[config.mk]
export PLATFORM = sky130hd
export DESIGN_NAME = arp_addr_gen
export DESIGN_NICKNAME = d
export VERILOG_FILES = /design/src/rtl/arp_addr_gen.sv
export SDC_FILE = /design/constraint.sdc
export NUM_CORES = 1
export LEC_CHECK = 0
export ABC_CLOCK_PERIOD_IN_PS = 9300
export CORE_ASPECT_RATIO = 0.75
export CORE_MARGIN = 8
export CORE_UTILIZATION = 25
export CTS_CLUSTER_DIAMETER = 200
export DETAILED_ROUTE_END_ITERATION = 8
export PLACE_DENSITY = 0.39
export RECOVER_POWER = 100
export SYNTH_ARGS = -nofsm -noshare
export SYNTH_HDL_FRONTEND = slang
export SYNTH_SLANG_ARGS = --single-unit
[constraint.sdc]
create_clock -name CLK100MHZ -period 9.3 [get_ports CLK100MHZ]
set_clock_uncertainty 0.15 [all_clocks]
set_input_delay 0.93 -clock CLK100MHZ [delete_from_list [all_inputs] [get_ports CLK100MHZ]]
set_output_delay 0.93 -clock CLK100MHZ [all_outputs]
set_load 0.02 [all_outputs]
[src/rtl/arp_addr_gen.sv]
// ---------------------------------------------------------------------------
// arp_addr_gen
// Arpeggiator and wavetable read-address generator for the sine-table BRAM.
// A root sample period is derived from the board switches. When arpeggio
// mode is on, the period steps through four note ratios at a fixed dwell
// rate. The BRAM read address advances once per sample period.
//
// Ports:
//   CLK100MHZ    in   system clock; all logic runs on its rising edge
//   rst          in   synchronous, active-high reset
//   sw[7:0]      in   base-pitch offset; root period = 2*(BASE_OFFSET+sw)
//   arp_btn      in   debounced button level; each rising edge toggles arp_on
//   addra        out  BRAM read address, incremented once per sample period
//   sample_tick  out  one-cycle pulse, high in the cycle addra takes its new value
//   note[1:0]    out  current arpeggio note index
//   arp_on       out  arpeggio mode enabled
//   period[10:0] out  currently selected sample period in clocks (combinational)
// ---------------------------------------------------------------------------
module arp_addr_gen #(
  parameter int unsigned BASE_OFFSET = 746,
  parameter int unsigned NOTE_TICKS  = 25_000_000,
  parameter int unsigned ADDR_W      = 8
) (
  input  logic              CLK100MHZ,
  input  logic              rst,
  input  logic [7:0]        sw,
  input  logic              arp_btn,
  output logic [ADDR_W-1:0] addra,
  output logic              sample_tick,
  output logic [1:0]        note,
  output logic              arp_on,
  output logic [10:0]       period
);

  localparam int unsigned PER_W   = 11;
  localparam int unsigned DWELL_W = 27;

  localparam logic [PER_W-1:0]   BASE_P     = PER_W'(BASE_OFFSET);
  localparam logic [DWELL_W-1:0] DWELL_LAST = DWELL_W'(NOTE_TICKS - 1);

  typedef enum logic [1:0] {
    NOTE0 = 2'd0,
    NOTE1 = 2'd1,
    NOTE2 = 2'd2,
    NOTE3 = 2'd3
  } note_e;

  // Registers
  logic [PER_W-1:0]   cnt_q,   cnt_d;
  logic [ADDR_W-1:0]  addra_q, addra_d;
  logic               tick_q,  tick_d;
  logic               btn_q;
  logic               arp_on_q;
  logic [DWELL_W-1:0] dwell_q;
  note_e              note_q;

  // Combinational helpers
  logic [PER_W-1:0] d0_c;
  logic [PER_W-1:0] period_c;
  logic [PER_W-1:0] last_c;
  logic             rise_c;

  // Root period and per-note period; all shifts truncate.
  always_comb begin
    d0_c     = (BASE_P + {3'd0, sw}) << 1;
    period_c = d0_c;
    case (note_q)
      NOTE0:   period_c = d0_c;
      NOTE1:   period_c = d0_c - (d0_c >> 2);
      NOTE2:   period_c = (d0_c >> 1) + (d0_c >> 3);
      NOTE3:   period_c = d0_c >> 1;
      default: period_c = d0_c;
    endcase
    last_c = period_c - PER_W'(1);
  end

  // Sample divider: >= so that a period shrinking below cnt wraps at once.
  always_comb begin
    cnt_d   = cnt_q + PER_W'(1);
    addra_d = addra_q;
    tick_d  = 1'b0;
    if (cnt_q >= last_c) begin
      cnt_d   = '0;
      addra_d = addra_q + ADDR_W'(1);
      tick_d  = 1'b1;
    end
  end

  assign rise_c = arp_btn & ~btn_q;

  always_ff @(posedge CLK100MHZ) begin
    if (rst) begin
      cnt_q   <= '0;
      addra_q <= '0;
      tick_q  <= 1'b0;
    end else begin
      cnt_q   <= cnt_d;
      addra_q <= addra_d;
      tick_q  <= tick_d;
    end
  end

  // Arpeggio FSM: toggle edge beats dwell expiry; arp off pins note to NOTE0.
  always_ff @(posedge CLK100MHZ) begin
    if (rst) begin
      btn_q    <= 1'b0;
      arp_on_q <= 1'b0;
      dwell_q  <= '0;
      note_q   <= NOTE0;
    end else begin
      btn_q <= arp_btn;
      if (rise_c) begin
        arp_on_q <= ~arp_on_q;
        dwell_q  <= '0;
        note_q   <= NOTE0;
      end else if (arp_on_q) begin
        if (dwell_q == DWELL_LAST) begin
          dwell_q <= '0;
          case (note_q)
            NOTE0:   note_q <= NOTE1;
            NOTE1:   note_q <= NOTE2;
            NOTE2:   note_q <= NOTE3;
            NOTE3:   note_q <= NOTE0;
            default: note_q <= NOTE0;
          endcase
        end else begin
          dwell_q <= dwell_q + DWELL_W'(1);
        end
      end else begin
        dwell_q <= '0;
        note_q  <= NOTE0;
      end
    end
  end

  assign addra       = addra_q;
  assign sample_tick = tick_q;
  assign note        = note_q;
  assign arp_on      = arp_on_q;
  assign period      = period_c;

endmodule

* Word-level counts from Yosys, hierarchy flattened
Cells that the tools add are included.
** Storage, ports and cells
- Register bits after elaboration :: 51
- Input port bits :: 11
** Operators by class
- Mux-type cells :: 3
- $add $sub $neg :: 7
- Magnitude comparators :: 1
- Bitwise gates (word level) :: 3
- Equality and inequality tests :: 4
- Reduce and logical (&&, ||, !) cells :: 4
** Operators with widths (count)
- $pmux 11 s4 :: 1
- $add 27x1->27 const B :: 1
- $eq 27x25->1 const B :: 1
- $add 10x8->11 :: 1
- $add 11x1->11 const B :: 1
- $ge 11x11->1 :: 1
- $sub 11x1->11 const B :: 1
- $sub 11x9->11 :: 1
- $add 10x8->10 const A :: 1
- $add 8x1->8 const B :: 1
- $pmux 2 s4 :: 1
- $eq 2x2->1 const B :: 2
- $reduce_or 4->1 :: 1
- $reduce_or 3->1 :: 1
- $eq 2x1->1 const B :: 1
- $logic_not 2->1 :: 1
- $not 1->1 :: 2
- $reduce_or 2->1 :: 1
- $and 1x1->1 :: 1
- $mux 1 :: 1

* Longest topological paths before layout
- Depth in word-level cells :: 6
- Depth in mapped cells :: 23
- Gate-level depth less buffers :: 20

* Worst setup path after synthesis
No wires, ideal clock.
- Kind :: input -> register
- From :: input sw[1]
- To :: register addra_q[6], in the netlist addra[6]
- Cell stages on the path :: 19
- Slack :: 3.446 ns
- Setup time :: 0.115 ns
- Arrival time :: 5.589 ns
- Path buffers :: 2
- Cells stage by stage :: ha_1 buf_2 o21a_1 xnor2_1 ha_1 nor2_1 a41oi_1 o31a_1 mux2_2 a32oi_1 nor4_2 xor2_1 ha_1 or3_1 a221oi_1 o21a_1 buf_1 nor4_1 o21ba_2
** Between the ends
- Longest elaborated chain between the ends :: 5
- Elaborated cells on any way between the ends :: 6
** Ends and longest elaborated chain
- start: declaration :: line 26 : input logic [7:0] sw,
- $add 10x8->10 (*) :: line 65 : d0_c = (BASE_P + {3'd0, sw}) << 1;
- $sub 11x9->11 or $add 10x8->11 (tied branches) :: line 69, 70
- $pmux 11 s4 (*) :: line 67 : case (note_q)
- via period[7] :: line 32 : output logic [10:0] period
- $sub 11x1->11 (*) :: line 74 : last_c = period_c - PER_W'(1);
- $ge 11x11->1 (*) :: line 82 : if (cnt_q >= last_c) begin
- end signal: assignment :: line 98 : addra_q <= addra_d;
- end: declaration :: line 50 : logic [ADDR_W-1:0] addra_q, addra_d;
The timed path passes the listed nets; every way through them passes the cells marked *.
A chain may end at the register's enable or synchronous reset.

* Worst setup path after layout
- From :: input sw[1]
- To :: register cnt_q[3]
** Between the ends
- Longest elaborated chain between the ends :: 6
- Elaborated cells on any way between the ends :: 7
** Ends and longest elaborated chain
- $add 10x8->10 (*) :: line 65
- $sub 11x9->11 or $add 10x8->11 (tied branches) :: line 69, 70
- $pmux 11 s4 (*) :: line 67
- $sub 11x1->11 (*) :: line 74
- $ge 11x11->1 (*) :: line 82
- $reduce_or 2->1 (no source line) (*)
- end signal: assignment :: line 97 : cnt_q <= cnt_d;
- end: declaration :: line 49 : logic [PER_W-1:0] cnt_q, cnt_d;
Mark *: on every way between the ends. The rest lies on a longest branch, timed or not.

==> impl_metrics.toml <==
[status]
status = "finished with violations"
violations = "max-capacitance violations, max-slew violations"

[drt]
route.met3.wl_um = 548
top_layer_used = "met4"
drtPass1Iterations = 4
wl_met2_um = 4190
avgViaCountPerCell = 4.76
wl_met1_um = 5410
ant_nets = 0
drtIter0Drc = 181
vias = 3354
wl_per_cell_um = 14.5
drc = 0
routed_wl_um = 10200

[timing]
period_needed_ns = 7.36
max_freq_mhz = 136
finalSetupViolations = 0
whs_ns = 0.314
fin_crit_sh_pct = 79.1
setup_slack_ns = 1.94
slew_violations = 28
tightest_slew_ns = 1.52
relSlewSlack_pct = -1.20
hold_viol = 0
finalSetupTns_ns = 0
rsz0062_at_grt = "no"

[setup_path]
max_stage_delay_ns = 0.99
crit_buf_inv = 2
critical-path-slowest-cell = "dlygate4sd3_1"
cp-start-kind = "input port"
critPathRequiredTime_ns = 9.37
crit_top_cell = "ha_1"
cp_max_fo = 17
cpLargestDelayFamily = "compound AO/OA/AOI/OAI gates"
worst-setup-path-type = "input port to flip-flop"
arrival_ns = 7.43
crit_path_end_kind = "flip-flop"
cp_cell_sequence = "dlygate4sd3_1 -> ha_1 -> nor2_1 -> o221ai_1 -> ha_1 -> inv_1 -> o21bai_1 -> o41a_1 -> a211o_1 -> xnor2_1 -> a22o_1 -> o22ai_1 -> nand3b_1 -> xor2_1 -> ha_1 -> or3_1 -> a221oi_1 -> o21a_1 -> nand2b_1 -> nor2_1"

[clock_network]
cts-resized-gates = 0
cts_tree = "done"
cts.sinks = 51
cts_buffer_depth = 2
cts_buffers = 5
cts-root-buf = "clkbuf_16"
htree_levels = 2
cts-hold-fix-buffers = 0
insertion_delay_ns = 0.28
cts_setup_buffers = 0
clkTransAtPathRegs_ns = 0.07

[yosys]
synth_area_sq_um = 3800
syn_inst = 475
synth.largest_area_cell = "dfxtp_1"
syn_nets = 520
synth-edff-count = 0
synth_area_per_cell_sq_um = 8.00
synth_ff_type = "dfxtp_1"
ys_seq_area_share_pct = 26.9
synthTopCellsByArea = "dfxtp_1 27%, ha_1 11%, xor2_1 6.9%"
async_flop_share_pct = 0
yosysWarnings = 0
synth_cell_type_count = 67
synth_top_area_share_pct = 26.9
ys_ff_latch = 51

[pwr]
p_leak_nw = 1.67
ir_drop_uv = 72.2
power_density_nw_per_um2 = 127
total_power_uw = 565

[place]
pre_cts_slack_ns = 1.74
port_buffers = 33
place_area_sq_um = 4320
dp_hpwl_um = 7850
place.gp.congestion = 0.771
dp.cells = 698

[layout]
drive_gt1_share_pct = 3.80
final_nets = 545
design_area_sq_um = 4450
final_util_pct = 29.6
syn2layout_area_growth_pct = 17.2
stdcell_count = 705
diodes = 0

[floorplanning]
die_h_um = 123
rows = 39
io_pins = 34
start_util_pct = 25.3
die_x_um = 158
core-area_sq_um = 15000
die_area_sq_um = 19400

[grt]
grt_pass1_wl_um = 16700
gr-total-overflow = 0
grt_pass1_vias = 3181
grt_max_degree = 28
antenna_found_initial = 0
track_usage_pct = 10.7

[hold_path]
holdCritPathClass = "flip-flop to flip-flop"

[job]
max-cap-violations = 1
-- worst paths after layout --
check / from / to / slack (ns) / cells past startpoint
setup / recovery: sw[1] / cnt_q[3] / 1.94 / 20
setup reg to reg: note[0] / cnt_q[3] / 3.81 / 20
hold / removal: dwell_q[0] / dwell_q[0] / 0.31 / 1
hold reg to reg: dwell_q[0] / dwell_q[0] / 0.31 / 1
-- Yosys cell counts, types with 3 or more instances --
library cell  instances
nor4_1                4
o22ai_1               4
nand3b_1              3
xnor2_1              19
nor2b_1               3
nor3_1                9
nand3_1              18
mux2i_1               5
o31a_1                3
nand2_1              34
and3_1               14
buf_1                 3
o21a_1                9
nand4_1               9
nor2_1               59
xor2_1               30
o21ai_0              18
buf_2                 3
or3_1                11
dfxtp_1              51
a21oi_1              27
inv_1                27
nand2b_1              7
a21o_1                6
or2_2                 4
mux2_2                3
ha_1                 34
clkbuf_1              8
-- where the power goes --
part	internal [mW]	switching [mW]
clock network	0.126	0.0775
logic	0.0540	0.0853
registers	0.220	0.00241
-- metal layers --
layer	track usage, %	vias up
li1	-	1734
met1	15.5	1557
met2	15.7	57
met3	2.60	6
met4	1.94	0
met5	0	-
-- kinds of logic after synthesis --
family / after synthesis / share of synthesized area, %
buffers and inverters: 43 / 4.55
multiplexers: 8 / 2.21
AND/OR/NAND/NOR: 184 / 24.1
AO/OA/AOI/OAI: 105 / 19.0
flip-flops: 51 / 26.9
XOR/XNOR: 50 / 12.0
adder cells (fa/ha/maj): 34 / 11.2
-- sequential cells by signal, summed over array words and instances, names as in the netlist --
signal	flops
sample_tick	1
note	2
addra	8
btn_q	1
dwell_q	27
cnt_q	11
arp_on	1
-- layout by cell type (no fill, tap or decap), types with 3 or more instances in the layout --
cell type | synthesis | layout
nor3_1 | 9 | 10
clkbuf_16 | 0 | 5
mux2_2 | 3 | 3
and3_1 | 14 | 14
nor2b_1 | 3 | 3
nand3b_1 | 3 | 3
xnor2_1 | 19 | 19
inv_1 | 27 | 27
o21a_1 | 9 | 9
or3_1 | 11 | 11
nand2_1 | 34 | 34
ha_1 | 34 | 34
a21oi_1 | 27 | 27
o22ai_1 | 4 | 4
mux2i_1 | 5 | 5
nand3_1 | 18 | 18
xor2_1 | 30 | 30
o31a_1 | 3 | 3
clkdlybuf4s50_1 | 0 | 12
nand2b_1 | 7 | 7
a31oi_1 | 2 | 3
dfxtp_1 | 51 | 51
nand4_1 | 9 | 9
nor4_1 | 4 | 4
a21o_1 | 6 | 6
o21ai_0 | 18 | 18
or2_2 | 4 | 3
nor2_1 | 59 | 59
dlygate4sd3_1 | 0 | 21
-- area by class of cell --
type,count,area (sq um)
fill,1644,10600
multi-input combinational,381,2580
sequential,51,1020
timing repair buffer,33,330
tap,205,256
clock buffer,6,129
inverter,28,105
clock inverter,1,30.0
Note: power is estimated with default switching activity, not from simulation.
